[src/rtl/fma_stream_ctrl.sv]
// Valid/ready wrapper around a fixed-latency, stall-free FMA pipeline.
// Credits cover in-flight ops plus unread results so a stalled consumer never drops a result.
module fma_stream_ctrl #(
  parameter int LAT   = 5,
  parameter int DEPTH = 8,
  parameter int AW    = 3
) (
  input  logic        clk,
  input  logic        rst,
  input  logic        in_valid,
  output logic        in_ready,
  input  logic [31:0] in_a,
  input  logic [31:0] in_b,
  input  logic [31:0] in_c,
  output logic [31:0] fma_a,
  output logic [31:0] fma_b,
  output logic [31:0] fma_c,
  input  logic [31:0] fma_d,
  output logic        out_valid,
  input  logic        out_ready,
  output logic [31:0] out_d,
  output logic        busy
);
  localparam logic [AW+1:0] DEPTH_W = (AW+2)'(DEPTH);
  localparam logic [AW-1:0] PTR_ONE = 1;
  localparam logic [AW:0]   CNT_ONE = 1;

  logic [LAT-1:0] vld_sr_q, vld_sr_d;
  logic [AW:0]    inflight_q, inflight_d;
  logic [AW:0]    count_q, count_d;
  logic [AW-1:0]  wr_ptr_q, wr_ptr_d;
  logic [AW-1:0]  rd_ptr_q, rd_ptr_d;
  logic [31:0]    mem_q [DEPTH];
  logic [AW+1:0]  occ;
  logic           issue, cap, pop;

  always_comb begin
    // Credit decision uses registered occupancy only, so in_ready never depends on in_valid/out_ready
    occ       = {1'b0, inflight_q} + {1'b0, count_q};
    in_ready  = occ < DEPTH_W;
    out_valid = count_q != '0;
    busy      = (inflight_q != '0) | (count_q != '0);
    out_d     = mem_q[rd_ptr_q];
    issue     = in_valid & in_ready;
    cap       = vld_sr_q[LAT-1];
    pop       = out_valid & out_ready;
    fma_a     = issue ? in_a : 32'h0;
    fma_b     = issue ? in_b : 32'h0;
    fma_c     = issue ? in_c : 32'h0;

    vld_sr_d  = {vld_sr_q[LAT-2:0], issue};

    inflight_d = inflight_q;
    if (issue && !cap)      inflight_d = inflight_q + CNT_ONE;
    else if (cap && !issue) inflight_d = inflight_q - CNT_ONE;

    count_d = count_q;
    if (cap && !pop)      count_d = count_q + CNT_ONE;
    else if (pop && !cap) count_d = count_q - CNT_ONE;

    wr_ptr_d = cap ? wr_ptr_q + PTR_ONE : wr_ptr_q;
    rd_ptr_d = pop ? rd_ptr_q + PTR_ONE : rd_ptr_q;
  end

  always_ff @(posedge clk) begin
    if (rst) begin
      vld_sr_q   <= '0;
      inflight_q <= '0;
      count_q    <= '0;
      wr_ptr_q   <= '0;
      rd_ptr_q   <= '0;
    end else begin
      vld_sr_q   <= vld_sr_d;
      inflight_q <= inflight_d;
      count_q    <= count_d;
      wr_ptr_q   <= wr_ptr_d;
      rd_ptr_q   <= rd_ptr_d;
    end
  end

  // Storage needs no reset: count_q gates visibility of every entry
  always_ff @(posedge clk) begin
    if (!rst && cap) mem_q[wr_ptr_q] <= fma_d;
  end

  a_no_overflow: assert property (@(posedge clk) disable iff (rst) occ <= DEPTH_W);

endmodule
[config.mk]
export PLATFORM = sky130hd
export DESIGN_NAME = fma_stream_ctrl
export DESIGN_NICKNAME = d
export VERILOG_FILES = /design/src/rtl/fma_stream_ctrl.sv
export SDC_FILE = /design/constraint.sdc
export NUM_CORES = 1
export LEC_CHECK = 0
export ABC_AREA = 1
export CORE_ASPECT_RATIO = 0.8
export CORE_MARGIN = 2
export CORE_UTILIZATION = 27
export DETAILED_ROUTE_END_ITERATION = 6
export REMOVE_ABC_BUFFERS = 1
export SLEW_MARGIN = 20
export SYNTH_ARGS = -nofsm -noshare
export SYNTH_HDL_FRONTEND = slang
export SYNTH_SLANG_ARGS = --single-unit
[constraint.sdc]
create_clock -name clk -period 3.6 [get_ports clk]
set_clock_uncertainty 0.1 [all_clocks]
set_input_delay 0.36 -clock clk [delete_from_list [all_inputs] [get_ports clk]]
set_output_delay 0.36 -clock clk [all_outputs]
set_load 0.02 [all_outputs]
==> metrics.txt <==
number of buffers inserted by hold repair at cts 0; number of instances in the synthesized netlist 1208; leading cell types in the layout, fill and taps excluded sky130_fd_sc_hd__nor2_1 (354), sky130_fd_sc_hd__clkdlybuf4s50_1 (262), sky130_fd_sc_hd__edfxtp_1 (256); Register Area 8130 um^2; dominant cell type by count on the critical path sky130_fd_sc_hd__nand2_1; RSZ-0062 raised after global routing no; total of buffers placed on input and output ports 262; cell area after synthesis 12200 um^2; Die Outline Area 46900 um^2; flops & latches, synth 278; CTS tree yes; Area Growth Syn to Fin 34.7%; maximum clock rate 0.299 GHz; Min Clock Period, post-route 3.34 ns; slew at the pin with the worst max-slew slack 0.898 ns; insertion delay to the later sink of the worst-skew pair 0.56 ns; mean instance size in the synthesized netlist 10.1 um^2; final count of hold timing violations 0; Reg2Reg Launch Point inflight_q[3]$_SDFFE_PP0P_; cell area after placement 15500 um^2; Core Box Area 44500 um^2; max capacitance violation total 0; via count of the first global-routing pass 8816; Overflow after GRT 0; total detailed-routing wirelength 33.6 mm; largest net degree at the start of global routing 97; fraction of layout instances using a drive strength above 1 6.45%; critical path peak fanout 35; IO Pins 263; area taken by multi-input logic gates 3280 um^2; leakage power of the design 6.30 nW; post-synthesis cell type count 26; routed via count divided by cell count 4.23; CP Data Required Time 3.14 ns; max incr delay on CP 0.56 ns; Arr. time, crit path 2.88 ns; worst path cell trace inv_2 -> buf_4 -> nor2_1 -> o21ai_0 -> nand2_1 -> nand2_1 -> nand2_1 -> clkdlybuf4s50_1; Post-DP HPWL 21.0 mm; type of the worst min-delay path reg -> reg; count of buffers added by post-CTS timing repair for setup 0; IR Drop Worst-Case VDD 0.000411 V; area of all placed cells without fillers 16400 um^2; routability congestion estimate 0.846; number of core rows 69; sequential share of the synthesized area 66.6%; drt first pass iters 5; critical path endpoint category primary output; Crit-path slowest cell sky130_fd_sc_hd__clkdlybuf4s50_1; Clock transition at path regs 0.06 ns; pre-CTS worst setup slack 0.807 ns; Cell Pwr Density 633 nW/um^2; filler-free cell count of the finished design 2093; layout net count 1611; result of the run finished clean; number of design-rule violations left by the first detailed-router iteration 595; count of final max-slew check failures 0; Final TNS setup 0 ns; number of gates resized after CTS 0; total DRC errors in the routed layout 0; post-route clock period utilization 92.8%; initial antenna violation count 3; remaining max-slew budget at the tightest pin 40.2%; hold path startpoint vld_sr_q[3]$_SDFF_PP0_; Global Route Usage Sum 14.0%; type of origin of the critical path flip-flop; vias 8857; most frequent standard cell in the layout excluding fill and tap cells sky130_fd_sc_hd__nor2_1; Yosys warning total 0; Clock Tree Buf Depth 3; Final WS setup 0.260 ns; CTS H-Tree Depth 1; filler cell count in the final layout 4346; die span in y 194 um; Sink Count 278; initial core utilization 27.4%; Inst Count DP 2038; number of buffers created by CTS 28; startpoint-to-endpoint class of the critical path reg -> out; post-route ant nets 0; die extent in x 242 um; number of endpoints failing setup at the final stage 0; Avg WL per Cell 16.1 um; first-pass GRT wire length 51.6 mm; clock root cell sky130_fd_sc_hd__clkbuf_16
==> Yosys cell counts <==
cell                         n  share of area [%]
sky130_fd_sc_hd__nor2_1    362                 11
sky130_fd_sc_hd__edfxtp_1  256                 63
sky130_fd_sc_hd__nand2_1   191                5.9
sky130_fd_sc_hd__inv_1     120                3.7
sky130_fd_sc_hd__o21ai_0   116                4.8
sky130_fd_sc_hd__dfxtp_1    22                3.6
sky130_fd_sc_hd__nor2_2     19               0.97
sky130_fd_sc_hd__o21ai_1    19               0.78
sky130_fd_sc_hd__buf_2      16               0.66
sky130_fd_sc_hd__buf_6      16                1.5
sky130_fd_sc_hd__clkbuf_1   13               0.40
sky130_fd_sc_hd__ha_1       11                1.1
sky130_fd_sc_hd__buf_1      10               0.31
sky130_fd_sc_hd__nand3_1    10               0.41
sky130_fd_sc_hd__a21oi_1     8               0.33
sky130_fd_sc_hd__xor2_1      4               0.29
sky130_fd_sc_hd__inv_2       3              0.092
sky130_fd_sc_hd__buf_8       2               0.25
sky130_fd_sc_hd__fa_1        2               0.33
sky130_fd_sc_hd__or2_2       2               0.10
sky130_fd_sc_hd__and2_1      1              0.051
sky130_fd_sc_hd__buf_4       1              0.062
sky130_fd_sc_hd__clkbuf_2    1              0.041
sky130_fd_sc_hd__nand3_2     1              0.082
sky130_fd_sc_hd__nor3_1      1              0.041
sky130_fd_sc_hd__nor3_2      1              0.082
==> through the flow <==
step,power [mW],hold slack (ns),util [%]
2_1_floorplan,5.86,0.288,-
3_3_place_gp,7.62,0.294,34.9
6_report,10.4,0.301,36.9
5_1_grt,11.0,0.322,36.9
3_5_place_dp,7.65,0.293,34.9
4_1_cts,10.5,0.302,36.9
==> cells by family (layout without fill, tap and decap cells) <==
logic type	Yosys count	after routing	share of synthesized area (%)
AOI/OAI and AO/OA	143	143	5.87
other	0	2	0
DFF	278	278	66.6
buffers and inverters	182	462	6.98
adders and majority gates	13	13	1.46
xor gates and xnor gates	4	4	0.287
and+or+nand+nor	588	588	18.8
==> final timing paths <==
path                                              endpoint  slack [ns]  cells past startpoint
worst min-delay path                vld_sr_q[4]$_SDFF_PP0_        0.30                      2
worst max-delay path                             out_d[15]        0.26                      8
worst max register to register  inflight_q[3]$_SDFFE_PP0P_        1.15                     12
worst min register to register      vld_sr_q[4]$_SDFF_PP0_        0.30                      2
==> worst max-delay path: cells and delay by family (launching register included) <==
family | cells | cell delay, ns
simple gates | 4 | 0.32
flops | 1 | 0.32
compound gates | 1 | 0.09
buf+inv | 3 | 1.57
==> area by class of cell <==
| type | instances | area share (%) |
|---|---|---|
| multi-input cells | 748 | 20.0 |
| inverters | 123 | 2.82 |
| clock inverters | 9 | 0.609 |
| flip-flops and latches | 278 | 49.5 |
| clock buffers | 43 | 4.73 |
| diodes | 2 | 0.0305 |
| repair buffers | 287 | 17.7 |
| well taps | 603 | 4.59 |
==> registers in the layout, summed over array words and instances, names as in the netlist, named ones only <==
name	count
mem_q	256
vld_sr_q	5
count_q	4
inflight_q	4
rd_ptr_q	3
wr_ptr_q	3
==> where the power goes <==
group | leakage, nW | switching (mW) | internal [mW]
registers | 2.48 | 0.102 | 3.59
logic | 3.40 | 2.32 | 1.59
clock network | 0.422 | 1.18 | 1.62
total | 6.30 | 3.60 | 6.80
==> per-layer routing <==
layer,track usage (%),up-vias,routed length (um)
li1,-,4422,-
met1,19.5,4164,15800
met2,22.1,215,15200
met3,2.95,54,1860
met4,3.45,2,709
met5,0,-,12
Note: power is estimated with default switching activity, not from simulation.
